File: config.mk
export PLATFORM = sky130hd
export DESIGN_NAME = id_ex_stage_reg
export DESIGN_NICKNAME = d
export VERILOG_FILES = /design/src/rtl/id_ex_stage_reg.sv
export SDC_FILE = /design/constraint.sdc
export NUM_CORES = 1
export LEC_CHECK = 0
export ABC_AREA = 1
export BUFFER_PORTS_ARGS = -buffer_cell sky130_fd_sc_hd__buf_4
export CAP_MARGIN = 20
export CORE_ASPECT_RATIO = 1.25
export CORE_MARGIN = 3
export CORE_UTILIZATION = 40
export DETAILED_ROUTE_END_ITERATION = 10
export PLACE_DENSITY_LB_ADDON = 0.05
export SYNTH_ARGS = -nofsm -noshare
export SYNTH_HDL_FRONTEND = slang
export SYNTH_SLANG_ARGS = --single-unit
File: constraint.sdc
create_clock -name clk -period 2.2 [get_ports clk]
set_clock_uncertainty 0.15 [all_clocks]
set_input_delay 0.11 -clock clk [delete_from_list [all_inputs] [get_ports clk]]
set_output_delay 0.11 -clock clk [all_outputs]
set_load 0.02 [all_outputs]
File: src/rtl/id_ex_stage_reg.sv
// ID/EX pipeline register with integrated load-use hazard detection, branch-flush bubbles and stall freeze.
// Optional ID_EX_BUBBLE_COUNT_EN adds a saturating bubble counter output.
module id_ex_stage_reg #(
  parameter int unsigned DATA_W = 32,
  parameter int unsigned REG_AW = 5
) (
  input  logic              clk,
  input  logic              rst_n,
  input  logic              id_valid,
  input  logic [DATA_W-1:0] id_pc4,
  input  logic [DATA_W-1:0] id_rs_data,
  input  logic [DATA_W-1:0] id_rt_data,
  input  logic [DATA_W-1:0] id_imm,
  input  logic [REG_AW-1:0] id_rs,
  input  logic [REG_AW-1:0] id_rt,
  input  logic [REG_AW-1:0] id_rd,
  input  logic [5:0]        id_funct,
  input  logic [2:0]        id_alu_op,
  input  logic [6:0]        id_ctrl,
  input  logic              ex_flush,
  input  logic              ext_stall,
  output logic              ex_valid,
  output logic [DATA_W-1:0] ex_pc4,
  output logic [DATA_W-1:0] ex_rs_data,
  output logic [DATA_W-1:0] ex_rt_data,
  output logic [DATA_W-1:0] ex_imm,
  output logic [REG_AW-1:0] ex_rs,
  output logic [REG_AW-1:0] ex_rt,
  output logic [REG_AW-1:0] ex_rd,
  output logic [5:0]        ex_funct,
  output logic [2:0]        ex_alu_op,
  output logic [6:0]        ex_ctrl,
`ifdef ID_EX_BUBBLE_COUNT_EN
  output logic [31:0]       bubble_count,
`endif
  output logic              id_stall
);

  localparam int unsigned MEM_READ_BIT = 4;
  localparam int unsigned CNT_W        = 32;

  logic              valid_q,   valid_d;
  logic [DATA_W-1:0] pc4_q,     pc4_d;
  logic [DATA_W-1:0] rs_data_q, rs_data_d;
  logic [DATA_W-1:0] rt_data_q, rt_data_d;
  logic [DATA_W-1:0] imm_q,     imm_d;
  logic [REG_AW-1:0] rs_q,      rs_d;
  logic [REG_AW-1:0] rt_q,      rt_d;
  logic [REG_AW-1:0] rd_q,      rd_d;
  logic [5:0]        funct_q,   funct_d;
  logic [2:0]        alu_op_q,  alu_op_d;
  logic [6:0]        ctrl_q,    ctrl_d;

  logic hazard_c;
  logic bubble_load_c;

  // Load in EX whose destination is a source of the instruction in ID; $0 is exempt
  always_comb begin
    hazard_c = valid_q && ctrl_q[MEM_READ_BIT] && (rt_q != '0) && id_valid &&
               ((rt_q == id_rs) || (rt_q == id_rt));
  end

  // IF/ID is squashed by the same flush, so never hold it during one
  assign id_stall      = (hazard_c & ~ex_flush) | (ext_stall & ~ex_flush);
  assign bubble_load_c = ex_flush | (~ext_stall & hazard_c);

  always_comb begin
    valid_d   = valid_q;
    pc4_d     = pc4_q;
    rs_data_d = rs_data_q;
    rt_data_d = rt_data_q;
    imm_d     = imm_q;
    rs_d      = rs_q;
    rt_d      = rt_q;
    rd_d      = rd_q;
    funct_d   = funct_q;
    alu_op_d  = alu_op_q;
    ctrl_d    = ctrl_q;
    if (bubble_load_c) begin
      valid_d   = 1'b0;
      pc4_d     = '0;
      rs_data_d = '0;
      rt_data_d = '0;
      imm_d     = '0;
      rs_d      = '0;
      rt_d      = '0;
      rd_d      = '0;
      funct_d   = '0;
      alu_op_d  = '0;
      ctrl_d    = '0;
    end else if (!ext_stall) begin
      valid_d   = id_valid;
      pc4_d     = id_pc4;
      rs_data_d = id_rs_data;
      rt_data_d = id_rt_data;
      imm_d     = id_imm;
      rs_d      = id_rs;
      rt_d      = id_rt;
      rd_d      = id_rd;
      funct_d   = id_funct;
      alu_op_d  = id_alu_op;
      ctrl_d    = id_ctrl;
    end
  end

  always_ff @(posedge clk or negedge rst_n) begin
    if (!rst_n) begin
      valid_q   <= 1'b0;
      pc4_q     <= '0;
      rs_data_q <= '0;
      rt_data_q <= '0;
      imm_q     <= '0;
      rs_q      <= '0;
      rt_q      <= '0;
      rd_q      <= '0;
      funct_q   <= '0;
      alu_op_q  <= '0;
      ctrl_q    <= '0;
    end else begin
      valid_q   <= valid_d;
      pc4_q     <= pc4_d;
      rs_data_q <= rs_data_d;
      rt_data_q <= rt_data_d;
      imm_q     <= imm_d;
      rs_q      <= rs_d;
      rt_q      <= rt_d;
      rd_q      <= rd_d;
      funct_q   <= funct_d;
      alu_op_q  <= alu_op_d;
      ctrl_q    <= ctrl_d;
    end
  end

  assign ex_valid   = valid_q;
  assign ex_pc4     = pc4_q;
  assign ex_rs_data = rs_data_q;
  assign ex_rt_data = rt_data_q;
  assign ex_imm     = imm_q;
  assign ex_rs      = rs_q;
  assign ex_rt      = rt_q;
  assign ex_rd      = rd_q;
  assign ex_funct   = funct_q;
  assign ex_alu_op  = alu_op_q;
  assign ex_ctrl    = ctrl_q;

`ifdef ID_EX_BUBBLE_COUNT_EN
  logic [CNT_W-1:0] cnt_q, cnt_d;

  // Saturating count of flush and load-use bubbles
  always_comb begin
    cnt_d = cnt_q;
    if (bubble_load_c && (cnt_q != '1)) cnt_d = cnt_q + CNT_W'(1);
  end

  always_ff @(posedge clk or negedge rst_n) begin
    if (!rst_n) cnt_q <= '0;
    else        cnt_q <= cnt_d;
  end

  assign bubble_count = cnt_q;
`endif

endmodule

==> flow_summary_export.csv <==
group,metric,value,unit
outcome,status,"completed",
floorplanning,die_area,22600,um^2
cells_and_area,fin_nets,1704,
timing,min_period_over_period,0.939,
global_route,grt_use_total,0.228,
timing,post-route-min-period,2.07,ns
floorplanning,start_util,0.411,
routing,drt_pass1_iterations,4,
setup_path,slowest_stage,"dlygate4sd3_1",
timing,report.final.hold_viol_count,0,
clock_network,clkLatencyLatePin,0.41,ns
floorplanning,coreArea,20200,um^2
logic_synthesis,ys_top_cells_by_count,"nand2_1, nor2_1, inv_1",
cells_and_area,drive_gt1_frac,0.311,
power,irDropWorstVdd,0.511,mV
routing,vias,8242,
clock_network,cts_max_level,4,
setup_path,critPathRequiredTime,2.35,ns
routing,wl_per_cell,14.4,um
setup_path,worstReg2RegStart,"ex_rt[0]",
clock_network,cts_buffers,17,
global_route,grt_max_degree,100,
routing,antenna_left,0,
routing,drcViolationCount,0,
setup_path,crit_chain,"nor2_1, nor2_1, nor2_1, nand3_1, nand2_4, nand2_8, nand3_2, dlygate4sd3_1, nand2_1",
timing,max_freq,484,MHz
setup_path,path_common_cell,"nor2_1",
power,p_leak,7.61,nW
setup_path,cp-start-kind,"flip-flop",
routing,dr.first_iter.drc_count,395,
global_route,grt_pass1_vias,8169,
timing,setup-tns-final,0,ns
flow_run,drv_cap,0,
worst_hold_path,hold_path.class,"input pin to async pin",
setup_path,critPathCaptureType,"flip-flop",
logic_synthesis,synthCells,1077,
global_route,grt-ovfl-total,0,
timing,worst_pin_slew,0.598,ns
cells_and_area,num-fill-cells,1703,
floorplanning,die_x,135,um
logic_synthesis,synth_edf_count,0,
power,p_per_area,600,nW/um^2
clock_network,clk_path_buf_depth,2,
setup_path,slowest_delay,0.54,ns
place,io_buffers,324,
clock_network,root_buffer,"clkbuf_16",
floorplanning,die_h,167,um
timing,rsz0062_at_grt,"no",
cells_and_area,syn_to_final_growth,59.6,%
timing,slew_violations,0,
place,gp_congestion,0.782,
logic_synthesis,syn_avg_cell_area,7.73,um^2
logic_synthesis,synth.area.top_cells,"dfrtp_1, nand2_1, nand3_2, nor2_1, inv_1",
floorplanning,num_io_pins,325,
setup_path,crit_type,"flip-flop to flip-flop",
power,power,0.00797,W
logic_synthesis,synth_top_area_share,0.481,
setup_path,crit_path_start,"ex_rt[0]",
logic_synthesis,synth_cell_types,15,
logic_synthesis,yosys_warnings,0,
place,dp_cells,1620,
global_route,antenna_found_initial,1,
setup_path,cp_max_fo,20,
logic_synthesis,yosysTopAreaCell,"dfrtp_1",
logic_synthesis,synth_most_common_cell,"nand2_1",
routing,drt-total-wl,26200,um
logic_synthesis,syn-num-nets,1241,
timing,setup_viol,0,
place,dp_hpwl,16200,um
logic_synthesis,ys_ff_latch,160,
clock_network,cts.sinks,160,
logic_synthesis,synth_ff_type,"dfrtp_1",
timing,maxSlewHeadroom,0.601,
logic_synthesis,yosysSeqAreaShare,0.481,
global_route,grt_pass1_wl,41900,um
logic_synthesis,ys_async_sr_fraction,1.00,
cells_and_area,final_cells,1822,
logic_synthesis,netlist_area,8320,um^2
floorplanning,num_rows,58,
clock_network,clkTransAtPathRegs,0.06,ns
setup_path,crit_arrival,2.22,ns
routing,viasPerCell,4.52,
clock_network,cts_tree,"done",
-- state kept, by name (all words and copies together), names as in the netlist, 3 cells and up --
register,flops
ex_ctrl,7
ex_rs,5
ex_rt,5
ex_alu_op,3
ex_rs_data,32
ex_rt_data,32
ex_imm,32
ex_pc4,32
ex_funct,6
ex_rd,5
-- cell type report --
class / count / area, um^2 / share of cell area
Antenna cell: 1 / 2.50 / 0.000188
Clock buffer: 18 / 439 / 0.0331
Clock inverter: 12 / 184 / 0.0139
Inverter: 169 / 639 / 0.0481
Multi-Input combinational cell: 681 / 3280 / 0.247
Sequential cell: 160 / 4010 / 0.302
Tap cell: 270 / 338 / 0.0254
Timing Repair Buffer: 511 / 4390 / 0.330
-- stage by stage --
| stage | utilization | hold WS, ns | setup slack (ns) | cell area [um^2] |
|---|---|---|---|---|
| floorplan | - | -0.336 | 0.428 | 8320 |
| finish | 0.656 | 0.0758 | 0.135 | 13300 |
| detailed placement | 0.540 | -0.0159 | 0.296 | 10900 |
| global route | 0.656 | 0.117 | 0.00681 | 13300 |
| global placement | 0.540 | -0.0179 | 0.312 | 10900 |
| CTS | 0.652 | 0.102 | 0.0163 | 13200 |
-- cells by family (layout without fill, tap and decap cells) --
family | count (synthesis) | in the layout | synth area share
and+or+nand+nor | 676 | 678 | 0.385
buffers and inverters | 238 | 710 | 0.131
DFF | 160 | 160 | 0.481
xor gates and xnor gates | 2 | 2 | 0.00211
AOI/OAI and AO/OA | 1 | 1 | 0.000601
other | 0 | 1 | 0
-- placed cells by master (no fill, tap or decap), types with 3 or more instances in the layout --
cell type,count
buf_12,11
inv_2,6
nand3_2,90
bufinv_16,4
inv_6,3
buf_4,336
dfrtp_1,158
nand2_1,342
dlygate4sd3_1,163
nand3_1,72
clkbuf_16,17
clkinv_4,3
inv_1,162
nor2_1,167
-- what timing repair did --
item / CTS / global route
gates cloned: 1 / 1
hold endpoints to repair: 224 / 0
pin swaps: 1 / 2
setup endpoints to repair: 1 / 2
hold buffers: 163 / 0
gates resized for setup: 1 / 6
setup buffers: 0 / 6
-- worst paths after layout --
path	endpoint	slack (ns)	cells past startpoint
worst max-delay path	ex_rs_data[15]	0.13	9
worst min-delay path	ex_rt_data[22]	0.08	2
worst max register to register	ex_rs_data[15]	0.13	9
worst min register to register	ex_rs_data[14]	0.33	2
max in group asynchronous	ex_rt_data[5]	1.12	3
min in group clk	ex_rs_data[0]	0.10	5
-- worst max-delay path, delay by kind of cell (launching register included) --
kind	cells	cell delay, ns
buffers and inverters	1	0.54
and+or+nand+nor	8	0.83
DFF	1	0.44
-- layer usage --
layer	up-vias	track usage	wire, um	share of wire
met4	0	0.0877	852	0.032
li1	4122	-	-	-
met2	256	0.373	12600	0.48
met3	46	0.0565	1750	0.067
met1	3818	0.291	11000	0.42
met5	-	0	0	0
-- power breakdown --
part           internal, W  switching [W]
Combinational     0.000775       0.000824
Sequential         0.00311       0.000103
Clock              0.00193        0.00123
(Power assumes the default switching activity.)
